[src/rtl/score_text_renderer.sv]
// "SCORE:dddd" text overlay: drives glyph ROM addresses from the beam position and
// registers the foreground flag; the score is converted to BCD once per frame.
module score_text_renderer #(
  parameter int X_POS         = 16,
  parameter int Y_POS         = 8,
  parameter bit BLANK_LEADING = 1'b0
) (
  input  logic        Clk,
  input  logic        Reset_n,
  input  logic        frame_start,
  input  logic [13:0] score,
  input  logic [9:0]  DrawX,
  input  logic [9:0]  DrawY,
  output logic [7:0]  font_addr,
  input  logic [7:0]  font_data,
  output logic        text_on,
  output logic        busy
);

  localparam logic [10:0] X_LO    = 11'(X_POS);
  localparam logic [10:0] X_HI    = 11'(X_POS + 80);
  localparam logic [10:0] Y_LO    = 11'(Y_POS);
  localparam logic [10:0] Y_HI    = 11'(Y_POS + 16);
  localparam logic [9:0]  X_OFF   = 10'(X_POS);
  localparam logic [9:0]  Y_OFF   = 10'(Y_POS);
  localparam logic [13:0] SAT_MAX = 14'd9999;

  typedef enum logic [1:0] {
    IDLE    = 2'd0,
    CONVERT = 2'd1,
    LOAD    = 2'd2
  } state_t;

  state_t      state_q, state_d;
  logic [13:0] shreg_q, shreg_d;
  logic [15:0] bcd_q, bcd_d, bcd_adj;
  logic [3:0]  cnt_q, cnt_d;
  logic [15:0] digits_q, digits_d;
  logic        text_on_q, text_on_d;

  // NOTE: sequential state uses non-blocking assignments only, so every register
  // samples the pre-edge values computed by the combinational processes.
  always_ff @(posedge Clk) begin
    if (!Reset_n) begin
      // NOTE: the displayed digits are ordinary flops, not a memory, so they are
      // reset along with the FSM; a reset mid-conversion shows 0000 immediately.
      state_q   <= IDLE;
      shreg_q   <= '0;
      bcd_q     <= '0;
      cnt_q     <= '0;
      digits_q  <= '0;
      text_on_q <= 1'b0;
    end else begin
      state_q   <= state_d;
      shreg_q   <= shreg_d;
      bcd_q     <= bcd_d;
      cnt_q     <= cnt_d;
      digits_q  <= digits_d;
      text_on_q <= text_on_d;
    end
  end

  // NOTE: every variable gets a default at the top of the block, so no path
  // through the case leaves one unassigned and no latch is inferred.
  always_comb begin
    state_d  = state_q;
    shreg_d  = shreg_q;
    bcd_d    = bcd_q;
    cnt_d    = cnt_q;
    digits_d = digits_q;
    bcd_adj  = bcd_q;
    for (int i = 0; i < 4; i++) begin
      if (bcd_q[4*i +: 4] >= 4'd5) bcd_adj[4*i +: 4] = bcd_q[4*i +: 4] + 4'd3;
    end

    unique case (state_q)
      IDLE: begin
        if (frame_start) begin
          shreg_d = (score > SAT_MAX) ? SAT_MAX : score;
          bcd_d   = '0;
          cnt_d   = '0;
          state_d = CONVERT;
        end
      end
      CONVERT: begin
        {bcd_d, shreg_d} = {bcd_adj[14:0], shreg_q, 1'b0};
        cnt_d            = cnt_q + 4'd1;
        if (cnt_q == 4'd13) state_d = LOAD;
      end
      LOAD: begin
        digits_d = bcd_q;
        state_d  = IDLE;
      end
      default: state_d = IDLE;
    endcase
  end

  assign busy = (state_q != IDLE);

  // Pixel path: runs in every state against the currently displayed digits.
  logic [9:0] rel_x, rel_y;
  logic [3:0] slot, code, row;
  logic [2:0] col;
  logic       in_box, blank;
  logic [3:0] d3, d2, d1, d0;

  assign rel_x = DrawX - X_OFF;
  assign rel_y = DrawY - Y_OFF;
  assign slot  = rel_x[6:3];
  assign col   = rel_x[2:0];
  assign row   = rel_y[3:0];
  assign {d3, d2, d1, d0} = digits_q;

  assign in_box = ({1'b0, DrawX} >= X_LO) && ({1'b0, DrawX} < X_HI) &&
                  ({1'b0, DrawY} >= Y_LO) && ({1'b0, DrawY} < Y_HI);

  always_comb begin
    code  = 4'd0;
    blank = 1'b0;
    unique case (slot)
      4'd0:    code = 4'd11;
      4'd1:    code = 4'd12;
      4'd2:    code = 4'd13;
      4'd3:    code = 4'd14;
      4'd4:    code = 4'd15;
      4'd5:    code = 4'd10;
      4'd6: begin
        code  = d3;
        blank = BLANK_LEADING && (d3 == 4'd0);
      end
      4'd7: begin
        code  = d2;
        blank = BLANK_LEADING && (d3 == 4'd0) && (d2 == 4'd0);
      end
      4'd8: begin
        code  = d1;
        blank = BLANK_LEADING && (d3 == 4'd0) && (d2 == 4'd0) && (d1 == 4'd0);
      end
      4'd9:    code = d0;
      default: code = 4'd0;
    endcase
  end

  assign font_addr = in_box ? {code, row} : 8'h00;
  // Bit 7 is the leftmost pixel, so column c selects bit 7-c, i.e. ~c.
  assign text_on_d = in_box & font_data[~col] & ~blank;
  assign text_on   = text_on_q;

endmodule
[config.mk]
export PLATFORM = sky130hd
export DESIGN_NAME = score_text_renderer
export DESIGN_NICKNAME = d
export VERILOG_FILES = /design/src/rtl/score_text_renderer.sv
export SDC_FILE = /design/constraint.sdc
export NUM_CORES = 1
export LEC_CHECK = 0
export ABC_AREA = 1
export BUFFER_PORTS_ARGS = -buffer_cell sky130_fd_sc_hd__buf_2
export CAP_MARGIN = 30
export CORE_MARGIN = 2
export CORE_UTILIZATION = 42
export DETAILED_ROUTE_END_ITERATION = 10
export SETUP_SLACK_MARGIN = 0.2
export SLEW_MARGIN = 25
export SYNTH_ARGS = -nofsm -noshare
export SYNTH_HDL_FRONTEND = slang
export SYNTH_SLANG_ARGS = --single-unit
[constraint.sdc]
create_clock -name Clk -period 1.55 [get_ports Clk]
set_input_delay 0.155 -clock Clk [delete_from_list [all_inputs] [get_ports Clk]]
set_output_delay 0.155 -clock Clk [all_outputs]
set_load 0.05 [all_outputs]
==> reports/summary.md <==
For the pin with the worst max-slew slack, the measured transition is 335 ps. The tools report the count of cell types in the netlist as 23. STA classifies the critical path endpoint as an output pin.

The die boundary height is 87.2 um. Category of the most critical setup path: in -> out. The final critical path time including I/O delays and setup was 1460 ps; the count of endpoints failing hold in the final timing report was 0.

The worst-case IR drop observed on VDD is 0.483 mV. The global placement routability congestion is 0.786. For the total congestion overflow, the log shows 0. For the proportion of power drawn by flip-flops and latches, the log shows 50.8%. The average vias per placed instance was 5.05.

The total area inside the core boundary comes to 6760 sq um. The number of nets still failing antenna checks after routing was 0. The total clock buffers created by CTS is 5, and the initial antenna violation count is 0.

The Yosys step of the flow raised 0 warnings. The floorplan step set the die width to 87.2 um. After legalization and detailed placement, the total HPWL measured 5.14 mm. The run gives 0 ps as the setup TNS. The total power density per cell area was 710 nW/um^2. The clock transition at the register clock pins on the worst setup and hold paths after CTS is 80 ps, and the number of standard-cell rows in the floorplan is 30. The die area is 7600 sq um, and the number of clock sinks is 53. Of all nets on the critical path, the largest fanout is 8. Counting flops with an async set or reset pin after synthesis yields a share of 0%. The relative slew slack was 77.6%. The analysis attributes to net switching a power of 762 uW.

The slowest stage of the critical path is the buf_6 cell. Entering global routing, the biggest net connects 33 pins. The number of optimization iterations in the first detailed-route pass came out at 4. The starting utilization of the core area is 43.0%. The layout has 656 filler cells. The share of the clock period used by the worst path after layout is 94.3%, and the final routed wirelength across all metal layers is 7.22 mm. Setup violations remaining at the end of the flow were counted as 0. The cell that appears most often on the critical path is nor2_4.

From synthesis to final layout, the design area changed by 34.7%. Yosys mapped a number of flops with a built-in enable equal to 0. In this run the clock root is driven by a clkbuf_8.

The run gives 57.9% as the final core utilization. In the post-synthesis netlist, the cell with the most instances is nand2_1. The worst hold path class is in -> reg. Setup repair after global routing could not meet its margin everywhere.

At the placement stage, the worst setup path has a slack of -138 ps. In this run the number of H-tree levels came out at 2. The synthesized cell area is 2900 sq um, and the tightest hold margin is 113 ps.

The number of global-route vias before repair is 2799. The tools report the number of nets in the final layout as 577. Traced cell by cell, the critical path runs through buf_12 -> inv_12 -> ha_4 -> inv_2 -> nand2_2 -> nand2_4 -> nor2_4 -> buf_6 -> nand3_2 -> nand3_2 -> nor2_4 -> nor2_4 -> buf_6. Timing would allow up to 684 MHz.

The violation count after the first detailed-routing iteration was 115; the placement-stage cell area was 3460 sq um. Of the synthesized area, sequential elements account for 36.5%. 55 I/O pins were placed. The routed layout has 3034 vias. Combinational logic is responsible for 17.6% of the overall power. For the worst path arrival time, the log shows 1310 ps. 0 antenna diodes ended up in the layout. The logs give 586 for the number of placed instances with taps included and 19.5% for the total global routing track utilization. For the worst setup path, the data required time is 1390 ps. The top cell type by area accounts for 36.5% of the synthesized area. The first-pass GRT wire length is 12.1 mm, and the average size of a mapped cell is 6.54 sq um. Share of cells above drive strength 1: 32.6%. For the synthesized netlist net count, the log shows 501.

The commonest cells after synthesis are nand2_1 (101), nor2_1 (63), dfxtp_1 (53). The maximum number of buffers from clock root to sink came out at 2. The gate count of the mapped netlist was 444; the number of synthesized register bits was 53. Number of buffer cells added on primary ports: 54. After detailed routing, the average wire length per cell comes to 12.0 um. For the total internal power, the log shows 2.02 mW. The biggest area consumer among synthesized cells is dfxtp_1. The later pin in the worst-skew pair is clocked with a latency of 310 ps.

For this design the static power due to leakage is 1.75 nW. For the final non-filler cell total, the log shows 601. For this run, the leading register cell type out of synthesis is dfxtp_1.

Launching element type of the critical path: an input port. The final max-slew violation count was 0; the switching portion of total power was 27.4%. The completed layout was analyzed and its total power is 2.78 mW. Max capacitance violation total: 0. The maximum cell stage delay along the critical path is 150 ps, and the worst clock skew is 11.2 ps. Once routing completed, OpenROAD measured the worst setup slack at 88.1 ps.

The clock network burns 31.6% of the power. Ranked by total cell area, the synthesized netlist is headed by dfxtp_1 (37%), nand2_1 (13%), nor2_1 (8.1%), a21oi_1 (7.6%), o21ai_0 (6.7%). TritonCTS built the clock tree. In the routed design, unresolved DRC markers number 0. The run finished with clean final reports.

The tools report the internal reg-to-reg setup slack as 260 ps. The post-route standard cell area excluding fillers came out at 3910 sq um.
## cell families (layout without fill, tap and decap cells)
| kind of cell | Yosys count | in the layout | synth area share [%] |
|---|---|---|---|
| xor+xnor | 4 | 4 | 1.21 |
| compound gates | 91 | 91 | 16.3 |
| flops | 53 | 53 | 36.5 |
| buf+inv | 65 | 142 | 8.75 |
| fa+ha+maj | 12 | 12 | 5.17 |
| simple gates | 219 | 219 | 32.1 |
## placed cells by master, fill, tap and decap left out, types with 9 or more instances in the layout
| master | count |
|---|---|
| nor2_1 | 41 |
| nand4_1 | 13 |
| nor2_2 | 9 |
| buf_4 | 33 |
| nand2_1 | 96 |
| nand3_2 | 12 |
| dfxtp_1 | 45 |
| buf_2 | 44 |
| nand3_1 | 18 |
| o21ai_0 | 36 |
| inv_2 | 10 |
| inv_1 | 34 |
| nor2_4 | 14 |
| a21oi_1 | 42 |
## layer usage
layer | GRT usage, % | vias up | wire length [um]
met5 | 0 | - | 0
met4 | 4.62 | 0 | 68
met1 | 24.7 | 1386 | 3270
met2 | 34.7 | 49 | 3630
met3 | 2.84 | 7 | 241
li1 | - | 1592 | -
## worst paths after layout
kind                                      to  cells past startpoint  startpoint
worst min-delay path                 text_on                      3     Reset_n
worst max register to register      bcd_q[1]                      8    bcd_q[0]
worst max-delay path            font_addr[7]                     13    DrawX[4]
worst min register to register      bcd_q[9]                      2    bcd_q[9]
## repair_timing
| item | 4_1_cts | 5_1_grt |
|---|---|---|
| resized for setup | 50 | 47 |
| endpoints found under the setup margin | 13 | 21 |
| pin swaps | 11 | 12 |
| buffers inserted | 0 | 7 |
| hold buffers | 0 | 0 |
## registers in the layout, indices dropped and copies added (netlist names)
signal and cells:
shreg_q 14, bcd_q 16, cnt_q 4, digits_q 16, state_q 2, text_on 1
## critical path, delay by kind of cell
family	cells	cell delay (ps)
simple gates	7	520
buf+inv	5	480
fa+ha+maj	1	140
## power groups by stage
| stage | Sequential [mW] | Clock (mW) | Combinational [mW] |
|---|---|---|---|
| 6_report | 1.41 | 0.877 | 0.490 |
| 5_1_grt | 1.42 | 0.946 | 0.546 |
| 2_1_floorplan | 1.44 | 0 | 0.267 |
| 3_5_place_dp | 1.45 | 0 | 0.435 |
| 4_1_cts | 1.42 | 0.909 | 0.466 |
| 3_3_place_gp | 1.45 | 0 | 0.429 |
## layout make-up
type	instances	area, sq um	share of cell area [%]
sequential	53	1080	27.6
tap	80	100	2.56
multi-input combinational	326	1830	46.8
inverter	48	205	5.24
clock buffer	7	96.3	2.46
clock inverter	1	8.76	0.224
timing repair buffer	86	594	15.2
(Power assumes the default switching activity.)
